==> src/rtl/knn_distance_engine.sv <==
// ---------------------------------------------------------------------------
// knn_distance_engine
//
// Upstream feeder for the k-nearest-neighbour sorter. Holds a table of
// labelled 2-D training points. On start it latches a query point and walks
// every table address, streaming one distance/label pair per cycle for each
// valid entry. Invalid entries still consume their slot, so the stream is
// never compacted.
//
// Optional build macro:
//   KNN_EUCLID_EN  undefined : Manhattan distance |dx| + |dy| (max 30)
//                  defined   : squared Euclidean dx^2 + dy^2, saturated to 30
//   Distance 31 is never produced because it is the sorter's empty sentinel.
//
// Ports:
//   clk          clock
//   rst          asynchronous, active-high reset
//   wr_en        table write strobe (honoured only while idle)
//   wr_addr      table write address
//   wr_x, wr_y   training point coordinates
//   wr_label     training point class
//   start        begin a query (honoured only while idle)
//   query_x/y    query point, latched together with start
//   knn_clr      one-cycle clear pulse for the downstream sorter
//   dist_out     distance to the sorter's data_in
//   label_out    label to the sorter's label_in
//   dist_valid   to the sorter's enable
//   busy         query in progress
//   done         one-cycle completion pulse
//
// Timing, start sampled at edge T: knn_clr in T+1, addresses issued
// T+2..T+N_SAMPLES+1, results T+4..T+N_SAMPLES+3, done in T+N_SAMPLES+4.
// ---------------------------------------------------------------------------
module knn_distance_engine #(
    parameter int N_SAMPLES = 16,
    parameter int AW        = 4
) (
    input  logic          clk,
    input  logic          rst,
    input  logic          wr_en,
    input  logic [AW-1:0] wr_addr,
    input  logic [3:0]    wr_x,
    input  logic [3:0]    wr_y,
    input  logic [1:0]    wr_label,
    input  logic          start,
    input  logic [3:0]    query_x,
    input  logic [3:0]    query_y,
    output logic          knn_clr,
    output logic [4:0]    dist_out,
    output logic [1:0]    label_out,
    output logic          dist_valid,
    output logic          busy,
    output logic          done
);

    typedef enum logic [2:0] {
        S_IDLE,
        S_CLEAR,
        S_RUN,
        S_DRAIN,
        S_DONE
    } state_t;

    state_t          state_q, state_d;
    logic [AW-1:0]   addr_q, addr_d;
    logic            drain_q, drain_d;

    logic [3:0]      qx_q, qy_q;

    logic [3:0]      tbl_x [N_SAMPLES];
    logic [3:0]      tbl_y [N_SAMPLES];
    logic [1:0]      tbl_lbl [N_SAMPLES];
    logic [N_SAMPLES-1:0] tbl_vld_q;

    logic            wr_ok;
    logic            start_ok;

    logic [3:0]      x_p1_q, y_p1_q;
    logic [1:0]      lbl_p1_q;
    logic            vld_p1_q;

    logic [4:0]      dist_p2_q;
    logic [1:0]      lbl_p2_q;
    logic            vld_p2_q;

    logic [4:0]      dist_calc;

    // Absolute difference of two unsigned 4-bit coordinates.
    function automatic logic [3:0] abs_diff(input logic [3:0] a, input logic [3:0] b);
        logic signed [4:0] d;
        d = $signed({1'b0, a}) - $signed({1'b0, b});
        return (d < 0) ? 4'(-d) : 4'(d);
    endfunction

`ifdef KNN_EUCLID_EN
    // Clamp the squared distance so the sorter's sentinel (31) is unreachable.
    function automatic logic [4:0] sat_dist(input logic [8:0] v);
        return (v >= 9'd30) ? 5'd30 : v[4:0];
    endfunction

    function automatic logic [4:0] point_dist(input logic [3:0] ax, input logic [3:0] ay,
                                              input logic [3:0] bx, input logic [3:0] by);
        logic [8:0] dx9;
        logic [8:0] dy9;
        dx9 = {5'b0, abs_diff(ax, bx)};
        dy9 = {5'b0, abs_diff(ay, by)};
        return sat_dist(dx9 * dx9 + dy9 * dy9);
    endfunction
`else
    // Maximum 15 + 15 = 30, so no clamping is needed.
    function automatic logic [4:0] point_dist(input logic [3:0] ax, input logic [3:0] ay,
                                              input logic [3:0] bx, input logic [3:0] by);
        return {1'b0, abs_diff(ax, bx)} + {1'b0, abs_diff(ay, by)};
    endfunction
`endif

    // Writes and starts are only accepted while idle, so the table is frozen
    // for the whole duration of a query.
    assign wr_ok    = wr_en && (state_q == S_IDLE);
    assign start_ok = start && (state_q == S_IDLE);

    // Table payload carries no reset; only the valid bits define contents.
    always_ff @(posedge clk) begin
        if (wr_ok) begin
            tbl_x[wr_addr]   <= wr_x;
            tbl_y[wr_addr]   <= wr_y;
            tbl_lbl[wr_addr] <= wr_label;
        end
    end

    always_ff @(posedge clk or posedge rst) begin
        if (rst) begin
            tbl_vld_q <= '0;
        end else if (wr_ok) begin
            tbl_vld_q[wr_addr] <= 1'b1;
        end
    end

    always_ff @(posedge clk) begin
        if (start_ok) begin
            qx_q <= query_x;
            qy_q <= query_y;
        end
    end

    // Control FSM
    always_ff @(posedge clk or posedge rst) begin
        if (rst) begin
            state_q <= S_IDLE;
            addr_q  <= '0;
            drain_q <= 1'b0;
        end else begin
            state_q <= state_d;
            addr_q  <= addr_d;
            drain_q <= drain_d;
        end
    end

    always_comb begin
        state_d = state_q;
        addr_d  = addr_q;
        drain_d = drain_q;
        knn_clr = 1'b0;
        done    = 1'b0;
        busy    = (state_q != S_IDLE);
        case (state_q)
            S_IDLE: begin
                if (start_ok) begin
                    state_d = S_CLEAR;
                end
            end
            S_CLEAR: begin
                knn_clr = 1'b1;
                addr_d  = '0;
                state_d = S_RUN;
            end
            S_RUN: begin
                // The counter wraps naturally back to 0 after the last address.
                addr_d = addr_q + AW'(1);
                if (addr_q == AW'(N_SAMPLES - 1)) begin
                    state_d = S_DRAIN;
                    drain_d = 1'b0;
                end
            end
            S_DRAIN: begin
                drain_d = 1'b1;
                if (drain_q) begin
                    drain_d = 1'b0;
                    state_d = S_DONE;
                end
            end
            S_DONE: begin
                done    = 1'b1;
                state_d = S_IDLE;
            end
            default: begin
                state_d = S_IDLE;
                addr_d  = '0;
                drain_d = 1'b0;
            end
        endcase
    end

    // ---- stage p1: table read at the current address ----
    always_ff @(posedge clk) begin
        x_p1_q   <= tbl_x[addr_q];
        y_p1_q   <= tbl_y[addr_q];
        lbl_p1_q <= tbl_lbl[addr_q];
    end

    // Reads issued outside RUN (CLEAR, DRAIN) must never reach the sorter.
    always_ff @(posedge clk or posedge rst) begin
        if (rst) begin
            vld_p1_q <= 1'b0;
        end else begin
            vld_p1_q <= (state_q == S_RUN) && tbl_vld_q[addr_q];
        end
    end

    assign dist_calc = point_dist(qx_q, qy_q, x_p1_q, y_p1_q);

    // ---- stage p2: distance and label, held while not valid ----
    always_ff @(posedge clk or posedge rst) begin
        if (rst) begin
            vld_p2_q  <= 1'b0;
            dist_p2_q <= '0;
            lbl_p2_q  <= '0;
        end else begin
            vld_p2_q <= vld_p1_q;
            if (vld_p1_q) begin
                dist_p2_q <= dist_calc;
                lbl_p2_q  <= lbl_p1_q;
            end
        end
    end

    assign dist_valid = vld_p2_q;
    assign dist_out   = dist_p2_q;
    assign label_out  = lbl_p2_q;

endmodule
==> config.mk <==
export PLATFORM = sky130hd
export DESIGN_NAME = knn_distance_engine
export DESIGN_NICKNAME = d
export VERILOG_FILES = /design/src/rtl/knn_distance_engine.sv
export SDC_FILE = /design/constraint.sdc
export NUM_CORES = 1
export LEC_CHECK = 0
export CAP_MARGIN = 20
export CELL_PAD_IN_SITES_DETAIL_PLACEMENT = 0
export CELL_PAD_IN_SITES_GLOBAL_PLACEMENT = 1
export CORE_ASPECT_RATIO = 0.9
export CORE_MARGIN = 1.5
export CORE_UTILIZATION = 52
export DETAILED_ROUTE_END_ITERATION = 7
export PLACE_DENSITY_LB_ADDON = 0.1
export SYNTH_ARGS = -nofsm -noshare
export SYNTH_HDL_FRONTEND = slang
export SYNTH_SLANG_ARGS = --single-unit
==> constraint.sdc <==
create_clock -name clk -period 3.95 [get_ports clk]
set_clock_uncertainty 0.2 [all_clocks]
set_input_delay 0.9875 -clock clk [delete_from_list [all_inputs] [get_ports clk]]
set_output_delay 0.9875 -clock clk [all_outputs]
set_load 0.005 [all_outputs]
==> reports/qor.yml, run 1 <==
rows: 44
cts.repair.resized: 0
grtUsageTotal_pct: 21.0
cts.sinks: 211
path_clk_slew_ps: 60
cp_data_arrival_time_ps: 2110
syn_avg_cell_area_sq_um: 16.9
nNetsFinal: 605
yosysTopAreaCell: "edfxtp_1"
startpoint_type: "register"
ios: 37
max_cap_viol_count: 0
critPathMaxFanout: 20
ant_nets: 0
clock.fmax_ghz: 0.303
clockBufferDepth: 3
p_leak_nw: 3.63
synth.area.top_cells: "edfxtp_1 (59%), dfrtp_1 (9.6%), mux4_2 (6.6%)"
hpwlAfterDp_um: 11400
setup_viol: 0
antenna_found_initial: 0
max-vdd-ir-drop_v: 0.000689
grt_first_pass_wirelength_um: 27200
p_total_mw: 7.49
area_growth_pct: 16.5
synth_flop_cell: "edfxtp_1"
drv_slew: 0
cts_setup_buffers: 0
gp_congestion: 0.781
num_antenna_cells: 0
yosysSeqAreaShare_pct: 70.8
finalWirelength_um: 17700
multiInputGateArea_sq_um: 2310
drc_errors: 0
clkLatencyLatePin_ps: 510
initial_utilization_pct: 53.2
grt_max_degree: 43
cp-end-kind: "output port"
synth-edff-count: 168
io_buffers: 36
avgRoutedWirePerCell_um: 22.6
grt_pass1_vias: 4466
cts_max_level: 1
synth_seq_cells: 211
netlist_instances: 506
cp.required_ps: 2760
maxSlewHeadroom_pct: 36.9
design.die.area_sq_um: 17300
syn_nets: 550
hold_viol: 0
root_buffer: "clkbuf_16"
syn-cell-area_sq_um: 8580
min_period_over_period_pct: 83.4
final_common_cell: "edfxtp_1"
finalSetupTns_ps: 0
ys_async_sr_fraction_pct: 15.6
drt-initial-drc-count: 311
yosysTopAreaCellShare_pct: 58.8
num-fill-cells: 1181
first_pass_iters: 4
drive_gt1_share_pct: 15.9
vias: 4547
coreArea_sq_um: 16100
cts_tree: "yes"
most-common-layout-cells: "edfxtp_1 (168), mux2i_1 (41), clkdlybuf4s50_1 (36)"
criticalPathCategory: "register to output port"
hold_path_class: "register to register"
min_period_ps: 3300
status: "finished, final reports clean"
die_w_um: 138
rsz0062_at_grt: "false"
max_slew.worst_pin.slew_ps: 946
synth_warnings: 0
cts_buffers: 22
power_density_nw_per_um2: 750
viasPerCell: 5.80
postCtsHoldBufs: 0
grt-ovfl-total: 0
die_h_um: 125
ys_types: 40
seq_area_sq_um: 6070
==> cell type report <==
cell class | count | area share (%)
multi-input combinational | 251 | 23.1
clock inverter | 14 | 1.82
inverter | 18 | 0.676
sequential | 211 | 60.8
timing repair buffer | 57 | 5.31
clock buffer | 26 | 5.66
tap | 207 | 2.59
==> where the power goes <==
group | internal (mW) | switching [mW]
sequential | 2.64 | 0.238
clock | 1.29 | 0.822
combinational | 1.26 | 1.24
total | 5.19 | 2.30
==> synthesized netlist by cell type (all sizes together) (3+ instances only) <==
library cell  number
mux2i             41
mux4              25
ha                15
nor2              24
clkbuf            14
nor3b              4
inv               18
nand3              4
xnor2              6
nand2b             6
fa                 3
a22oi             10
or2                9
nor2b              3
nand2             17
edfxtp           168
mux2               8
o21bai             8
o21ai             17
a21oi              9
dfrtp             33
a21o               8
dfxtp             10
buf               12
a221oi            20
==> cell families (layout without fill, tap and decap cells) <==
| family | count (synthesis) | in the layout | share of synthesized area [%] |
|---|---|---|---|
| buffers and inverters | 44 | 115 | 2.28 |
| xor gates and xnor gates | 8 | 8 | 1.14 |
| AOI/OAI and AO/OA | 77 | 77 | 6.27 |
| DFF | 211 | 211 | 70.8 |
| and+or+nand+nor | 74 | 74 | 4.23 |
| adders and majority gates | 18 | 18 | 2.89 |
| muxes | 74 | 74 | 12.4 |
==> metal layers <==
| layer | up-vias | track usage (%) | wire length (um) |
|---|---|---|---|
| met4 | 0 | 4.02 | 282 |
| li1 | 2075 | - | - |
| met2 | 143 | 33.9 | 8420 |
| met1 | 2307 | 30.5 | 7970 |
| met3 | 22 | 3.54 | 1060 |
| met5 | - | 0 | 0 |
==> sequential cells by signal (all words and copies together) (netlist names), 3 cells and up <==
signal and cells:
addr_q 4, tbl_x 64, qx_q 4, tbl_vld_q 16, state_q 3, qy_q 4
y_p1_q 4, x_p1_q 4, tbl_y 64, tbl_lbl 32, dist_out 5
==> stage by stage <==
stage	cell area [sq um]	hold slack [ps]	utilization, %	setup WS, ps	cells
floorplan	8580	152	-	1060	506
global placement	9240	245	57.3	723	744
detailed placement	9240	248	57.3	670	744
CTS	9990	263	61.9	671	784
global route	9990	280	61.9	518	784
finish	9990	262	61.9	654	784
==> worst paths after layout <==
path / to / cells past startpoint / slack, ps / start
setup / recovery: busy / 3 / 650 / state_q[0]
hold / removal: tbl_vld_q[14] / 1 / 260 / tbl_vld_q[14]
setup reg to reg: dist_out[3] / 12 / 890 / qx_q[0]
hold reg to reg: tbl_vld_q[14] / 1 / 260 / tbl_vld_q[14]
max in group asynchronous: dist_out[1] / 3 / 2090 / rst
min in group asynchronous: tbl_vld_q[0] / 2 / 740 / rst
==> critical path, stage by stage, from the launching register on <==
cell,delay [ps]
dfrtp_1,590
nor3_1,490
inv_1,80
clkdlybuf4s50_1,450
(Power assumes the default switching activity.)
==> run 2: changes to the inputs <==
Clock period 3.95 ns to 3.3 ns, I/O delays scaled along.
==> run 2 against run 1 <==
  * Die area is the same
  * Combinational power up 20%
  * Register-to-register slack got worse by 580 ps
  * Hold slack better by 4.0 ps
  * Setup slack worse by 390 ps
  * Sequential share of layout area rose by 0.23 points
  * Critical endpoint unchanged
  * Largest power group unchanged
==> reports/qor.yml, run 2 (synthesis results as in run 1) <==
status: "finished, final reports clean"  # unchanged
grt_first_pass_wirelength_um: 28200  # was 27,200 um
crit_path_top_delay_cell: "dfrtp_1"  # unchanged
num-fill-cells: 1181  # unchanged
cp.required_ps: 2270  # was 2760 ps
critPathMaxFanout: 10  # was 20
drt-initial-drc-count: 414  # was 311
min_period_ps: 3040
cp_num_buf_inv: 2  # unchanged
cts_buffers: 23  # was 22
reg_top3: "tbl_x (64), tbl_y (64), tbl_lbl (32)"  # unchanged
area_growth_pct: 16.0  # was 16.5%
ios: 37  # unchanged
gp_congestion: 0.771  # was 0.781
first_pass_iters: 5  # was 4
cts.repair.resized: 0  # unchanged
antenna_found_initial: 0  # unchanged
root_buffer: "clkbuf_16"  # unchanged
grt_max_degree: 48  # was 43
io_buffers: 36  # unchanged
coreArea_sq_um: 16100  # unchanged
utilization_pct: 61.7  # was 61.9%
initial_utilization_pct: 53.2  # unchanged
hpwlAfterDp_um: 11500  # was 11,400 um
cp_data_arrival_time_ps: 2010  # was 2110 ps
grt-ovfl-total: 0  # unchanged
final_common_cell: "edfxtp_1"  # unchanged
maxSlewHeadroom_pct: 46.0  # was 36.9%
viasPerCell: 5.92  # was 5.80
rows: 44  # unchanged
max_cap_viol_count: 0  # unchanged
max-vdd-ir-drop_v: 0.000960  # was 0.000689 V
multiInputGateArea_sq_um: 2310  # unchanged
drive_gt1_share_pct: 16.9  # was 15.9%
p_leak_nw: 3.64  # was 3.63 nW
clkLatencyLatePin_ps: 530  # was 510 ps
cp_slowest_stage_delay_ps: 480  # was 590 ps
path_clk_slew_ps: 60  # about the same
grt_pass1_vias: 4662  # was 4,466
criticalPathCategory: "register to output port"  # unchanged
drv_slew: 0  # unchanged
design.die.area_sq_um: 17300  # unchanged
min_period_over_period_pct: 92.1
hold_viol: 0  # unchanged
fin_area_sq_um: 9950  # was 9990 sq um
finalWirelength_um: 18200  # was 17,700 um
most-common-layout-cells: "edfxtp_1 (168), mux2i_1 (41), clkdlybuf4s50_1 (36)"  # unchanged
die_w_um: 138  # unchanged
startpoint_type: "register"  # unchanged
clockBufferDepth: 3  # unchanged
rsz0062_at_grt: "false"  # unchanged
cts_tree: "yes"  # unchanged
max_slew.worst_pin.slew_ps: 808  # was 946 ps
ant_nets: 0  # unchanged
path_cells: "nor3_1 -> inv_1 -> clkdlybuf4s50_1"  # unchanged
finalSetupTns_ps: 0  # unchanged
die_h_um: 125  # unchanged
nNetsFinal: 609  # was 605
cts.sinks: 211  # unchanged
seq_area_sq_um: 6070  # unchanged
cp-end-kind: "output port"  # unchanged
cts_setup_buffers: 0  # unchanged
grtUsageTotal_pct: 21.6  # was 21.0%
crit_family: "buffers and inverters"  # was flip-flops
setup_viol: 0  # unchanged
hold_path_class: "register to register"  # unchanged
placedInstanceArea_sq_um: 9260  # was 9240 sq um
drc_errors: 0  # unchanged
clock.fmax_ghz: 0.329
num_antenna_cells: 0  # unchanged
vias: 4665  # was 4,547
avgRoutedWirePerCell_um: 23.0  # was 22.6 um
cts_max_level: 1  # unchanged
power_density_nw_per_um2: 882  # was 750 nW/um^2
postCtsHoldBufs: 0  # unchanged
[run 2: cell count changes in the layout (fill, tap and decap cells not counted), sizes merged]
cell,previous run,this run
clkinvlp,3,0
inv,18,21
buf,21,24
clkbuf,26,29
clkinv,7,9
bufinv,4,0
[run 2: cell type report]
cell class | instances | share of cell area, %
Clock buffer | 29 | 6.15
Timing Repair Buffer | 60 | 5.56
Inverter | 18 | 0.679
Multi-Input combinational cell | 251 | 23.2
Sequential cell | 211 | 61.0
Tap cell | 207 | 2.60
Clock inverter | 12 | 0.754
[run 2: path summary, 6_finish.rpt]
kind / to / start / cells after the start / slack [ps]
worst max-delay path: busy / state_q[1] / 3 / 260
max in group asynchronous: dist_valid / rst / 3 / 1630
worst max register to register: dist_out[3] / qx_q[0] / 12 / 310
worst min-delay path: tbl_vld_q[3] / tbl_vld_q[3] / 1 / 270
min in group asynchronous: tbl_vld_q[9] / rst / 2 / 550
worst min register to register: tbl_vld_q[3] / tbl_vld_q[3] / 1 / 270
[run 2: report_power, final]
part	switching, mW	internal [mW]	leakage, nW	total, mW
Clock	1.03	1.32	0.345	2.35
Combinational	1.48	1.53	1.28	3.01
Sequential	0.256	3.16	2.01	3.42
[run 2: through the flow]
step | total power [mW] | setup slack (ps) | hold slack, ps | cells
CTS | 8.89 | 237 | 269 | 788
finish | 8.78 | 262 | 266 | 788
detailed placement | 6.52 | 199 | 252 | 747
global route | 9.28 | 131 | 286 | 788
global placement | 6.46 | 251 | 244 | 747
floorplan | 5.64 | 430 | 152 | 506
[run 2: routing by layer]
| layer | GRT usage, % | vias up | wire length [um] |
|---|---|---|---|
| li1 | - | 2084 | - |
| met1 | 31.6 | 2383 | 8200 |
| met2 | 33.2 | 161 | 8300 |
| met3 | 4.34 | 37 | 1160 |
| met4 | 6.63 | 0 | 495 |
| met5 | 0 | - | 0 |
